<file path="config.mk">
export PLATFORM = sky130hd
export DESIGN_NAME = pc_sequencer
export DESIGN_NICKNAME = d
export VERILOG_FILES = /design/src/rtl/pc_sequencer.sv
export SDC_FILE = /design/constraint.sdc
export NUM_CORES = 1
export LEC_CHECK = 0
export BUFFER_PORTS_ARGS = -buffer_cell sky130_fd_sc_hd__buf_2
export CORE_MARGIN = 4
export CORE_UTILIZATION = 40
export CTS_CLUSTER_SIZE = 14
export DETAILED_ROUTE_END_ITERATION = 10
export PLACE_DENSITY = 0.78
export SETUP_SLACK_MARGIN = 0.02
export SLEW_MARGIN = 25
export SYNTH_ARGS = -nofsm -noshare
export SYNTH_HDL_FRONTEND = slang
export SYNTH_SLANG_ARGS = --single-unit
</file>
<file path="constraint.sdc">
create_clock -name clk -period 8 [get_ports clk]
set_clock_uncertainty 0.2 [all_clocks]
set_input_delay 1.6 -clock clk [delete_from_list [all_inputs] [get_ports clk]]
set_output_delay 1.6 -clock clk [all_outputs]
set_load 0.05 [all_outputs]
</file>
<file path="src/rtl/pc_sequencer.sv">
// rtl/pc_sequencer.sv - next-PC selection FSM with misaligned-target trap, epc capture and retire counter
// BOOT issues the reset vector, RUN selects halt > stall > jump > branch > pc+4, HALT holds until resume.
module pc_sequencer #(
    parameter logic [31:0] RESET_VEC = 32'h0000_0000,
    parameter logic [31:0] TRAP_VEC  = 32'h0000_0100
) (
    input  logic        clk,
    input  logic        rst,
    input  logic [31:0] pc,
    input  logic        stall,
    input  logic        branch_taken,
    input  logic [31:0] branch_target,
    input  logic        jump,
    input  logic [31:0] jump_target,
    input  logic        halt_req,
    input  logic        resume,
    output logic [31:0] PCNext,
    output logic        pc_en,
    output logic [1:0]  state,
    output logic        trap,
    output logic [31:0] epc,
    output logic [31:0] instret
);

    typedef enum logic [1:0] {
        S_BOOT   = 2'b00,
        S_RUN    = 2'b01,
        S_HALT   = 2'b10,
        S_UNUSED = 2'b11
    } state_t;

    state_t      state_q, state_d;
    logic        trap_q, trap_d;
    logic [31:0] epc_q, epc_d;
    logic [31:0] instret_q, instret_d;
    logic [31:0] target;
    logic        redirect;
    logic        misaligned;

    assign redirect   = jump | branch_taken;
    assign target     = jump ? jump_target : branch_target;
    assign misaligned = (target[1:0] != 2'b00);

    always_comb begin
        PCNext    = pc;
        pc_en     = 1'b0;
        state_d   = state_q;
        trap_d    = 1'b0;
        epc_d     = epc_q;
        case (state_q)
            S_RUN: begin
                if (halt_req) begin
                    state_d = S_HALT;
                end else if (!stall) begin
                    pc_en = 1'b1;
                    if (redirect && misaligned) begin
                        PCNext = TRAP_VEC;
                        trap_d = 1'b1;
                        epc_d  = pc;
                    end else if (redirect) begin
                        PCNext = target;
                    end else begin
                        PCNext = pc + 32'd4;
                    end
                end
            end
            S_HALT: begin
                if (resume && !halt_req) begin
                    state_d = S_RUN;
                end
            end
            default: begin
                // Unused encoding 11 behaves exactly like BOOT
                PCNext  = RESET_VEC;
                pc_en   = 1'b1;
                state_d = S_RUN;
            end
        endcase
        instret_d = (state_q == S_RUN && pc_en) ? instret_q + 32'd1 : instret_q;
        if (rst) begin
            PCNext    = RESET_VEC;
            pc_en     = 1'b1;
            state_d   = S_BOOT;
            trap_d    = 1'b0;
            epc_d     = 32'd0;
            instret_d = 32'd0;
        end
    end

    always_ff @(posedge clk) begin
        state_q   <= state_d;
        trap_q    <= trap_d;
        epc_q     <= epc_d;
        instret_q <= instret_d;
    end

    assign state   = state_q;
    assign trap    = trap_q;
    assign epc     = epc_q;
    assign instret = instret_q;

endmodule

</file>
==> flow_results.xml, run 1 <==
<?xml version="1.0" encoding="UTF-8"?>
<metrics>
  <group name="run_status">
    <metric name="status" unit="">completed</metric>
  </group>
  <group name="final_layout">
    <metric name="areaGrowthSynthToFinish" unit="%">28.8</metric>
    <metric name="layout.area.seq" unit="sq mm">0.00134</metric>
    <metric name="instances_no_fill" unit="">943</metric>
    <metric name="multiInputGateArea" unit="sq mm">0.00283</metric>
    <metric name="post_route_cells_drive_above_1_share" unit="">0.305</metric>
    <metric name="final_cell_area" unit="sq mm">0.00566</metric>
    <metric name="final_net_count" unit="">903</metric>
    <metric name="number_of_fillers_in_the_final_layout" unit="">1121</metric>
  </group>
  <group name="sta">
    <metric name="tightestPinTransition" unit="ps">964</metric>
    <metric name="timing.final.setup_violations" unit="">0</metric>
    <metric name="slew_violations" unit="">0</metric>
    <metric name="hold-worst-slack" unit="ps">250</metric>
    <metric name="unrepaired_setup_endpoints_after_global_routing" unit="">false</metric>
    <metric name="totalNegativeSetupSlack" unit="ps">0</metric>
    <metric name="final.period_utilization" unit="">0.740</metric>
    <metric name="max_freq" unit="GHz">0.169</metric>
    <metric name="max_slew_margin_vs_limit" unit="">0.357</metric>
    <metric name="hold_violations" unit="">0</metric>
    <metric name="final.min_clock_period" unit="ps">5920</metric>
  </group>
  <group name="yosys">
    <metric name="synth_most_common_cell" unit="">nand2_1</metric>
    <metric name="postSynthAreaPerCell" unit="sq um">7.13</metric>
    <metric name="most_area_hungry_cell_type_in_the_yosys_netlist" unit="">dfxtp_1</metric>
    <metric name="synth-edff-count" unit="">0</metric>
    <metric name="synth.top_cells.by_area" unit="">dfxtp_1, nand2_1, a21oi_1</metric>
    <metric name="yosys.area.top_type_share" unit="">0.305</metric>
    <metric name="ys_seq_area_frac" unit="">0.305</metric>
    <metric name="yosys_warnings" unit="">0</metric>
    <metric name="synthFlopType" unit="">dfxtp_1</metric>
    <metric name="synth_cell_types" unit="">61</metric>
    <metric name="synth.ff_latch_count" unit="">67</metric>
    <metric name="synthArstFlopShare" unit="">0</metric>
    <metric name="syn-cell-area" unit="sq mm">0.00440</metric>
    <metric name="synth_commonest_cells" unit="">nand2_1, dfxtp_1, a21oi_1, nor2_1, clkbuf_1</metric>
    <metric name="post_synth_inst_count" unit="">617</metric>
    <metric name="postSynthNetCount" unit="">724</metric>
  </group>
  <group name="pwr">
    <metric name="power.static_leakage" unit="nW">2.33</metric>
    <metric name="cellPowerDensity" unit="mW/mm^2">143</metric>
    <metric name="worst_vdd_rail_ir_drop" unit="uV">124</metric>
  </group>
  <group name="global_route">
    <metric name="grt_remaining_overflow" unit="">0</metric>
    <metric name="grt_pass1_vias" unit="">4722</metric>
    <metric name="grt.met1_usage" unit="">0.295</metric>
    <metric name="grt_first_pass_wirelength" unit="um">24600</metric>
    <metric name="grt_util_met2" unit="">0.405</metric>
    <metric name="groute.layer.met3.usage" unit="">0.0545</metric>
    <metric name="grt_start_max_net_pins" unit="">72</metric>
    <metric name="busiest_layer" unit="">met2</metric>
    <metric name="antenna_found_initial" unit="">2</metric>
    <metric name="globalRouteTotalUtil" unit="">0.239</metric>
  </group>
  <group name="routing">
    <metric name="detail_routed_net_length_per_standard_cell" unit="um">16.9</metric>
    <metric name="detail_route.first_pass.iterations" unit="">5</metric>
    <metric name="drt_drc_violations_left" unit="">0</metric>
    <metric name="drt-initial-drc-count" unit="">550</metric>
    <metric name="route.vias.total" unit="">5270</metric>
    <metric name="finalWirelength" unit="um">16000</metric>
    <metric name="route.antenna.remaining_nets" unit="">0</metric>
    <metric name="routed_via_density" unit="">5.59</metric>
  </group>
  <group name="clocking">
    <metric name="cts_hold_buf" unit="">0</metric>
    <metric name="setup_buffers_after_cts" unit="">0</metric>
    <metric name="max-clock-path-buffers" unit="">2</metric>
    <metric name="ctsRootBufferMaster" unit="">clkbuf_8</metric>
    <metric name="postCtsResizedCells" unit="">0</metric>
    <metric name="clock_tree_from_tritoncts" unit="">yes</metric>
    <metric name="clk-insertion-delay-late" unit="ps">350</metric>
    <metric name="cts.reportedPaths.clkPinSlew" unit="ps">70</metric>
    <metric name="cts_max_level" unit="">3</metric>
    <metric name="cts_made_buffers" unit="">9</metric>
    <metric name="cts.sinks" unit="">67</metric>
  </group>
  <group name="hold_path">
    <metric name="hp-class" unit="">reg2reg</metric>
  </group>
  <group name="place">
    <metric name="portBuffers" unit="">202</metric>
    <metric name="dp_cells" unit="">925</metric>
    <metric name="place_hpwl" unit="um">12100</metric>
    <metric name="dpl-instance-area" unit="sq mm">0.00547</metric>
    <metric name="routabilityCongestion" unit="">0.907</metric>
  </group>
  <group name="setup_path">
    <metric name="critPathArrivalTime" unit="ps">4120</metric>
    <metric name="critical_path_s_most_frequent_cell" unit="">buf_2</metric>
    <metric name="cp_num_buf_inv" unit="">2</metric>
    <metric name="critical_path.cell_chain" unit="">buf_2, or3b_2, a211oi_1, o221ai_1, o21ai_0, a32o_1, buf_2</metric>
    <metric name="critical-path-slowest-cell" unit="">a211oi_1</metric>
    <metric name="timing.critical_path.to_type" unit="">output port</metric>
    <metric name="critical_path_peak_fanout" unit="">5</metric>
    <metric name="worstSetupPathType" unit="">in2out</metric>
    <metric name="worstSetupStartpointType" unit="">input port</metric>
    <metric name="critical-path-max-stage-delay" unit="ps">730</metric>
    <metric name="cpLargestDelayFamily" unit="">compound AO/OA/AOI/OAI gates</metric>
    <metric name="cp.required" unit="ps">6200</metric>
  </group>
  <group name="floorplan">
    <metric name="floorplan.initialDensity" unit="">0.407</metric>
    <metric name="die-area" unit="sq mm">0.0127</metric>
    <metric name="chipWidth" unit="um">113</metric>
    <metric name="coreArea" unit="sq mm">0.0108</metric>
    <metric name="die_h" unit="um">113</metric>
    <metric name="row_count" unit="">38</metric>
    <metric name="io-pin-count" unit="">203</metric>
  </group>
  <group name="flow_run">
    <metric name="reported_max_cap_violation_count" unit="">0</metric>
  </group>
</metrics>
==> metal layers <==
| metal | share of wire | vias to the layer above |
|---|---|---|
| li1 | - | 2594 |
| met1 | 0.40 | 2384 |
| met2 | 0.47 | 250 |
| met3 | 0.093 | 42 |
| met4 | 0.034 | 0 |
| met5 | 0 | - |
==> cells by family after synthesis <==
kind of cell,Yosys count,synth area share
and+or+nand+nor,282,0.308
AOI/OAI and AO/OA,175,0.257
DFF,67,0.305
buffers and inverters,57,0.0524
xor gates and xnor gates,27,0.0538
muxes,5,0.0120
adders and majority gates,4,0.0114
==> power breakdown <==
part | switching, mW | internal, mW | total, mW | leakage [nW]
clock network | 0.132 | 0.143 | 0.275 | 0.0950
logic | 0.134 | 0.0580 | 0.192 | 1.70
registers | 0.00290 | 0.338 | 0.341 | 0.541
==> final timing paths <==
check | startpoint | endpoint | slack [ps] | depth (start not counted)
hold / removal | epc[24] | epc[24] | 250 | 2
setup reg to reg | state[1] | instret[29] | 5200 | 7
setup / recovery | stall | PCNext[18] | 2080 | 7
hold reg to reg | epc[24] | epc[24] | 250 | 2
==> layout by cell type, fill, tap and decap left out, types with 10 or more instances in the layout <==
master and n:
a21oi_1 62, buf_2 202, dfxtp_1 67, inv_1 16, nand2_1 106, nand3_1 21, nand4_1 11, nor2_1 62
nor3_1 18, o21ai_0 26, o22ai_1 23, o31ai_1 10, or3_1 10, xnor2_1 20
==> sequential cells by signal, indices dropped and copies added (netlist names) <==
signal   flops
trap         1
epc         32
instret     32
state        2
==> layout make-up <==
type,instances,area share
Multi-Input combinational cell,493,0.499
Sequential cell,67,0.237
Timing Repair Buffer,209,0.188
Tap cell,140,0.0309
Clock buffer,9,0.0219
Clock inverter,7,0.0122
Inverter,16,0.0106
Antenna cell,2,0.000884
==> through the flow <==
stage,total power [mW],worst slack [ps],util
6_report,0.808,2080,0.525
5_1_grt,0.847,1930,0.525
4_1_cts,0.815,2110,0.524
3_5_place_dp,0.538,2110,0.506
3_3_place_gp,0.537,2170,0.506
2_1_floorplan,0.467,2240,-
==> worst register-to-register path: stages, from the launching register on <==
cell and delay [ps]:
dfxtp_1 330, inv_1 70, ha_1 320, and4bb_2 310, nand3_1 340, or2_2 490, or4_1 510, a21oi_1 160
No activity file was read; power rests on OpenSTA's default activity.
==> inputs of run 2 (changes only) <==
--- a/config.mk
+++ b/config.mk
@@ -5,12 +5,13 @@
 export SDC_FILE = /design/constraint.sdc
 export NUM_CORES = 1
 export LEC_CHECK = 0
+export ABC_AREA = 1
 export BUFFER_PORTS_ARGS = -buffer_cell sky130_fd_sc_hd__buf_2
 export CORE_MARGIN = 4
 export CORE_UTILIZATION = 40
 export CTS_CLUSTER_SIZE = 14
 export DETAILED_ROUTE_END_ITERATION = 10
-export PLACE_DENSITY = 0.78
+export PLACE_DENSITY = 0.76
 export SETUP_SLACK_MARGIN = 0.02
 export SLEW_MARGIN = 25
 export SYNTH_ARGS = -nofsm -noshare
==> constraint.sdc (replaced) <==
create_clock -name clk -period 5.8 [get_ports clk]
set_clock_uncertainty 0.2 [all_clocks]
set_input_delay 1.16 -clock clk [delete_from_list [all_inputs] [get_ports clk]]
set_output_delay 1.16 -clock clk [all_outputs]
set_load 0.05 [all_outputs]
==> run 2 against run 1 <==
Against the previous run:
- power rose by 110%
- design area rose by 11%
- hold slack improved by 24 ps
- global-route usage fell by 0.35 points
- setup slack got worse by 1000 ps
- critical endpoint is now PCNext[8]
==> flow_results.xml, run 2 <==
<?xml version="1.0" encoding="UTF-8"?>
<metrics>
  <group name="final_layout">
    <metric name="post_route_cells_drive_above_1_share" unit="">0.264</metric>
    <metric name="multiInputGateArea" unit="sq mm">0.00313</metric>
    <metric name="layout_common_cells" unit="">nand2_1, buf_2, nor2_1</metric>
    <metric name="final_common_cell" unit="">nand2_1</metric>
    <metric name="areaGrowthSynthToFinish" unit="%">27.8</metric>
    <metric name="final_net_count" unit="">1113</metric>
    <metric name="number_of_fillers_in_the_final_layout" unit="">1298</metric>
    <metric name="layout.area.seq" unit="sq mm">0.00134</metric>
    <metric name="antenna-diode-count" unit="">0</metric>
  </group>
  <group name="flow_run">
    <metric name="reported_max_cap_violation_count" unit="">0</metric>
  </group>
  <group name="setup_path">
    <metric name="timing.critical_path.to_type" unit="">output port</metric>
    <metric name="cp_num_buf_inv" unit="">4</metric>
    <metric name="critical_path.cell_chain" unit="">buf_2, inv_2, nand2_1, inv_1, nand3_1, nand4_1, nand2_1, a21oi_1, buf_2</metric>
    <metric name="cp.required" unit="ps">4440</metric>
    <metric name="critical-path-slowest-cell" unit="">inv_1</metric>
    <metric name="worstSetupPathType" unit="">in2out</metric>
    <metric name="cpLargestDelayFamily" unit="">buffers and inverters</metric>
    <metric name="critical_path_peak_fanout" unit="">30</metric>
    <metric name="worst-r2r-setup-slack" unit="ps">3190</metric>
    <metric name="logic_depth_of_the_worst_register_to_register_path" unit="">8</metric>
    <metric name="worstSetupStartpointType" unit="">input port</metric>
    <metric name="critical-path-max-stage-delay" unit="ps">620</metric>
    <metric name="timing.rr.end" unit="">epc[5]</metric>
    <metric name="worstReg2RegStart" unit="">state[1]</metric>
    <metric name="critPathArrivalTime" unit="ps">3410</metric>
  </group>
  <group name="routing">
    <metric name="drt_drc_violations_left" unit="">0</metric>
    <metric name="route.vias.total" unit="">5981</metric>
    <metric name="routed_via_density" unit="">5.17</metric>
    <metric name="drt-initial-drc-count" unit="">360</metric>
    <metric name="detail_route.first_pass.iterations" unit="">5</metric>
    <metric name="route.antenna.remaining_nets" unit="">0</metric>
    <metric name="detail_routed_net_length_per_standard_cell" unit="um">14.8</metric>
    <metric name="finalWirelength" unit="um">17100</metric>
  </group>
  <group name="sta">
    <metric name="finalWorstSetupSlack" unit="ps">1030</metric>
    <metric name="max_slew_margin_vs_limit" unit="">0.349</metric>
    <metric name="tightestPinTransition" unit="ps">976</metric>
    <metric name="final.period_utilization" unit="">0.822</metric>
    <metric name="final.min_clock_period" unit="ps">4770</metric>
    <metric name="max_freq" unit="GHz">0.210</metric>
    <metric name="timing.final.setup_violations" unit="">0</metric>
    <metric name="slew_violations" unit="">0</metric>
    <metric name="hold_violations" unit="">0</metric>
    <metric name="unrepaired_setup_endpoints_after_global_routing" unit="">false</metric>
    <metric name="totalNegativeSetupSlack" unit="ps">0</metric>
  </group>
  <group name="pwr">
    <metric name="pwr-share-comb" unit="">0.349</metric>
    <metric name="power.static_leakage" unit="nW">3.02</metric>
    <metric name="netSwitchingFraction" unit="">0.387</metric>
    <metric name="share_clk_of_total_power" unit="">0.350</metric>
    <metric name="power.net_switching" unit="mW">0.642</metric>
    <metric name="report.power.total" unit="mW">1.66</metric>
    <metric name="pwr-share-seq" unit="">0.301</metric>
    <metric name="cellPowerDensity" unit="mW/mm^2">264</metric>
    <metric name="internal_power" unit="mW">1.02</metric>
    <metric name="worst_vdd_rail_ir_drop" unit="uV">136</metric>
  </group>
  <group name="clocking">
    <metric name="cts_hold_buf" unit="">0</metric>
    <metric name="cts.sinks" unit="">67</metric>
    <metric name="cts.reportedPaths.clkPinSlew" unit="ps">50</metric>
    <metric name="ctsRootBufferMaster" unit="">clkbuf_16</metric>
    <metric name="clk-insertion-delay-late" unit="ps">320</metric>
    <metric name="clock_tree_from_tritoncts" unit="">yes</metric>
    <metric name="max-clock-path-buffers" unit="">2</metric>
    <metric name="setup_buffers_after_cts" unit="">0</metric>
    <metric name="cts_max_level" unit="">3</metric>
    <metric name="cts_made_buffers" unit="">9</metric>
    <metric name="postCtsResizedCells" unit="">0</metric>
  </group>
  <group name="yosys">
    <metric name="most_area_hungry_cell_type_in_the_yosys_netlist" unit="">dfxtp_1</metric>
    <metric name="synthFlopType" unit="">dfxtp_1</metric>
    <metric name="postSynthNetCount" unit="">929</metric>
    <metric name="synth_commonest_cells" unit="">nand2_1, nor2_1, a21oi_1, dfxtp_1, inv_1</metric>
    <metric name="synth.top_cells.by_area" unit="">dfxtp_1, nand2_1, nor2_1</metric>
    <metric name="ys_seq_area_frac" unit="">0.273</metric>
    <metric name="synthArstFlopShare" unit="">0</metric>
    <metric name="synth-edff-count" unit="">0</metric>
    <metric name="yosys_warnings" unit="">0</metric>
    <metric name="synth.ff_latch_count" unit="">67</metric>
    <metric name="synth_most_common_cell" unit="">nand2_1</metric>
    <metric name="synth_cell_types" unit="">46</metric>
    <metric name="syn-cell-area" unit="sq mm">0.00491</metric>
    <metric name="post_synth_inst_count" unit="">822</metric>
    <metric name="postSynthAreaPerCell" unit="sq um">5.98</metric>
    <metric name="yosys.area.top_type_share" unit="">0.273</metric>
  </group>
  <group name="floorplan">
    <metric name="coreArea" unit="sq mm">0.0120</metric>
    <metric name="floorplan.initialDensity" unit="">0.409</metric>
    <metric name="die-area" unit="sq mm">0.0141</metric>
    <metric name="die_h" unit="um">119</metric>
    <metric name="row_count" unit="">40</metric>
    <metric name="io-pin-count" unit="">203</metric>
    <metric name="chipWidth" unit="um">119</metric>
  </group>
  <group name="run_status">
    <metric name="status" unit="">completed</metric>
  </group>
  <group name="global_route">
    <metric name="grt_start_max_net_pins" unit="">54</metric>
    <metric name="grt_remaining_overflow" unit="">0</metric>
    <metric name="grt_first_pass_wirelength" unit="um">27400</metric>
    <metric name="antenna_found_initial" unit="">0</metric>
    <metric name="globalRouteTotalUtil" unit="">0.236</metric>
    <metric name="grt_pass1_vias" unit="">5649</metric>
  </group>
  <group name="hold_path">
    <metric name="hp-class" unit="">reg2reg</metric>
    <metric name="min_from" unit="">epc[12]</metric>
    <metric name="min_path_cells" unit="">2</metric>
    <metric name="min_to" unit="">epc[12]</metric>
  </group>
  <group name="place">
    <metric name="portBuffers" unit="">202</metric>
    <metric name="place_hpwl" unit="um">13500</metric>
    <metric name="routabilityCongestion" unit="">0.952</metric>
    <metric name="pre_cts_slack" unit="ps">1060</metric>
  </group>
</metrics>
==> run 2: power groups by stage <==
stage,registers (mW),clock network (mW),logic (mW)
floorplan,0.584,0,0.343
global placement,0.507,0,0.577
detailed placement,0.508,0,0.578
CTS,0.499,0.590,0.580
global route,0.502,0.617,0.625
finish,0.499,0.580,0.580
==> run 2: worst register-to-register path, cell delays in order, from the launching register on <==
cell and delay (ps):
dfxtp_1 330, inv_1 80, ha_1 410, nand2_4 240, inv_6 180, nand2_4 180
inv_2 590, o21ai_0 180, a21oi_1 150
==> run 2: layer usage <==
layer / track usage / part of all wire
met5: 0 / 0
met3: 0.0456 / 0.062
met4: 0.0637 / 0.019
met1: 0.299 / 0.44
met2: 0.409 / 0.48
==> run 2: metrics by stage <==
step | instances | utilization | hold slack [ps] | area, sq um
final | 1156 | 0.523 | 274 | 6280
after global placement | 1142 | 0.496 | 259 | 5960
after global routing | 1156 | 0.523 | 297 | 6280
after floorplan | 822 | - | 495 | 4910
after CTS | 1156 | 0.523 | 281 | 6280
after detailed placement | 1142 | 0.496 | 269 | 5960
==> run 2: area by class of cell <==
cell class                      instances  share of cell area
Tap cell                              147              0.0293
Multi-Input combinational cell        651               0.498
Clock buffer                           12              0.0409
Sequential cell                        67               0.214
Clock inverter                          2             0.00957
Timing Repair Buffer                  204               0.163
Inverter                               73              0.0448
==> run 2: cells by family after synthesis <==
family | after synthesis | synth area share
compound gates | 165 | 0.184
xor+xnor | 7 | 0.0125
fa+ha+maj | 4 | 0.0102
buf+inv | 104 | 0.0902
flops | 67 | 0.273
simple gates | 475 | 0.430
==> run 2: worst max-delay path by stage <==
stage	from	to	cells after the start
finish	jump	PCNext[8]	9
global route	jump	PCNext[8]	9
CTS	jump	PCNext[8]	9
detailed placement	jump	PCNext[8]	9
global placement	jump	PCNext[8]	9
floorplan	jump	PCNext[0]	6
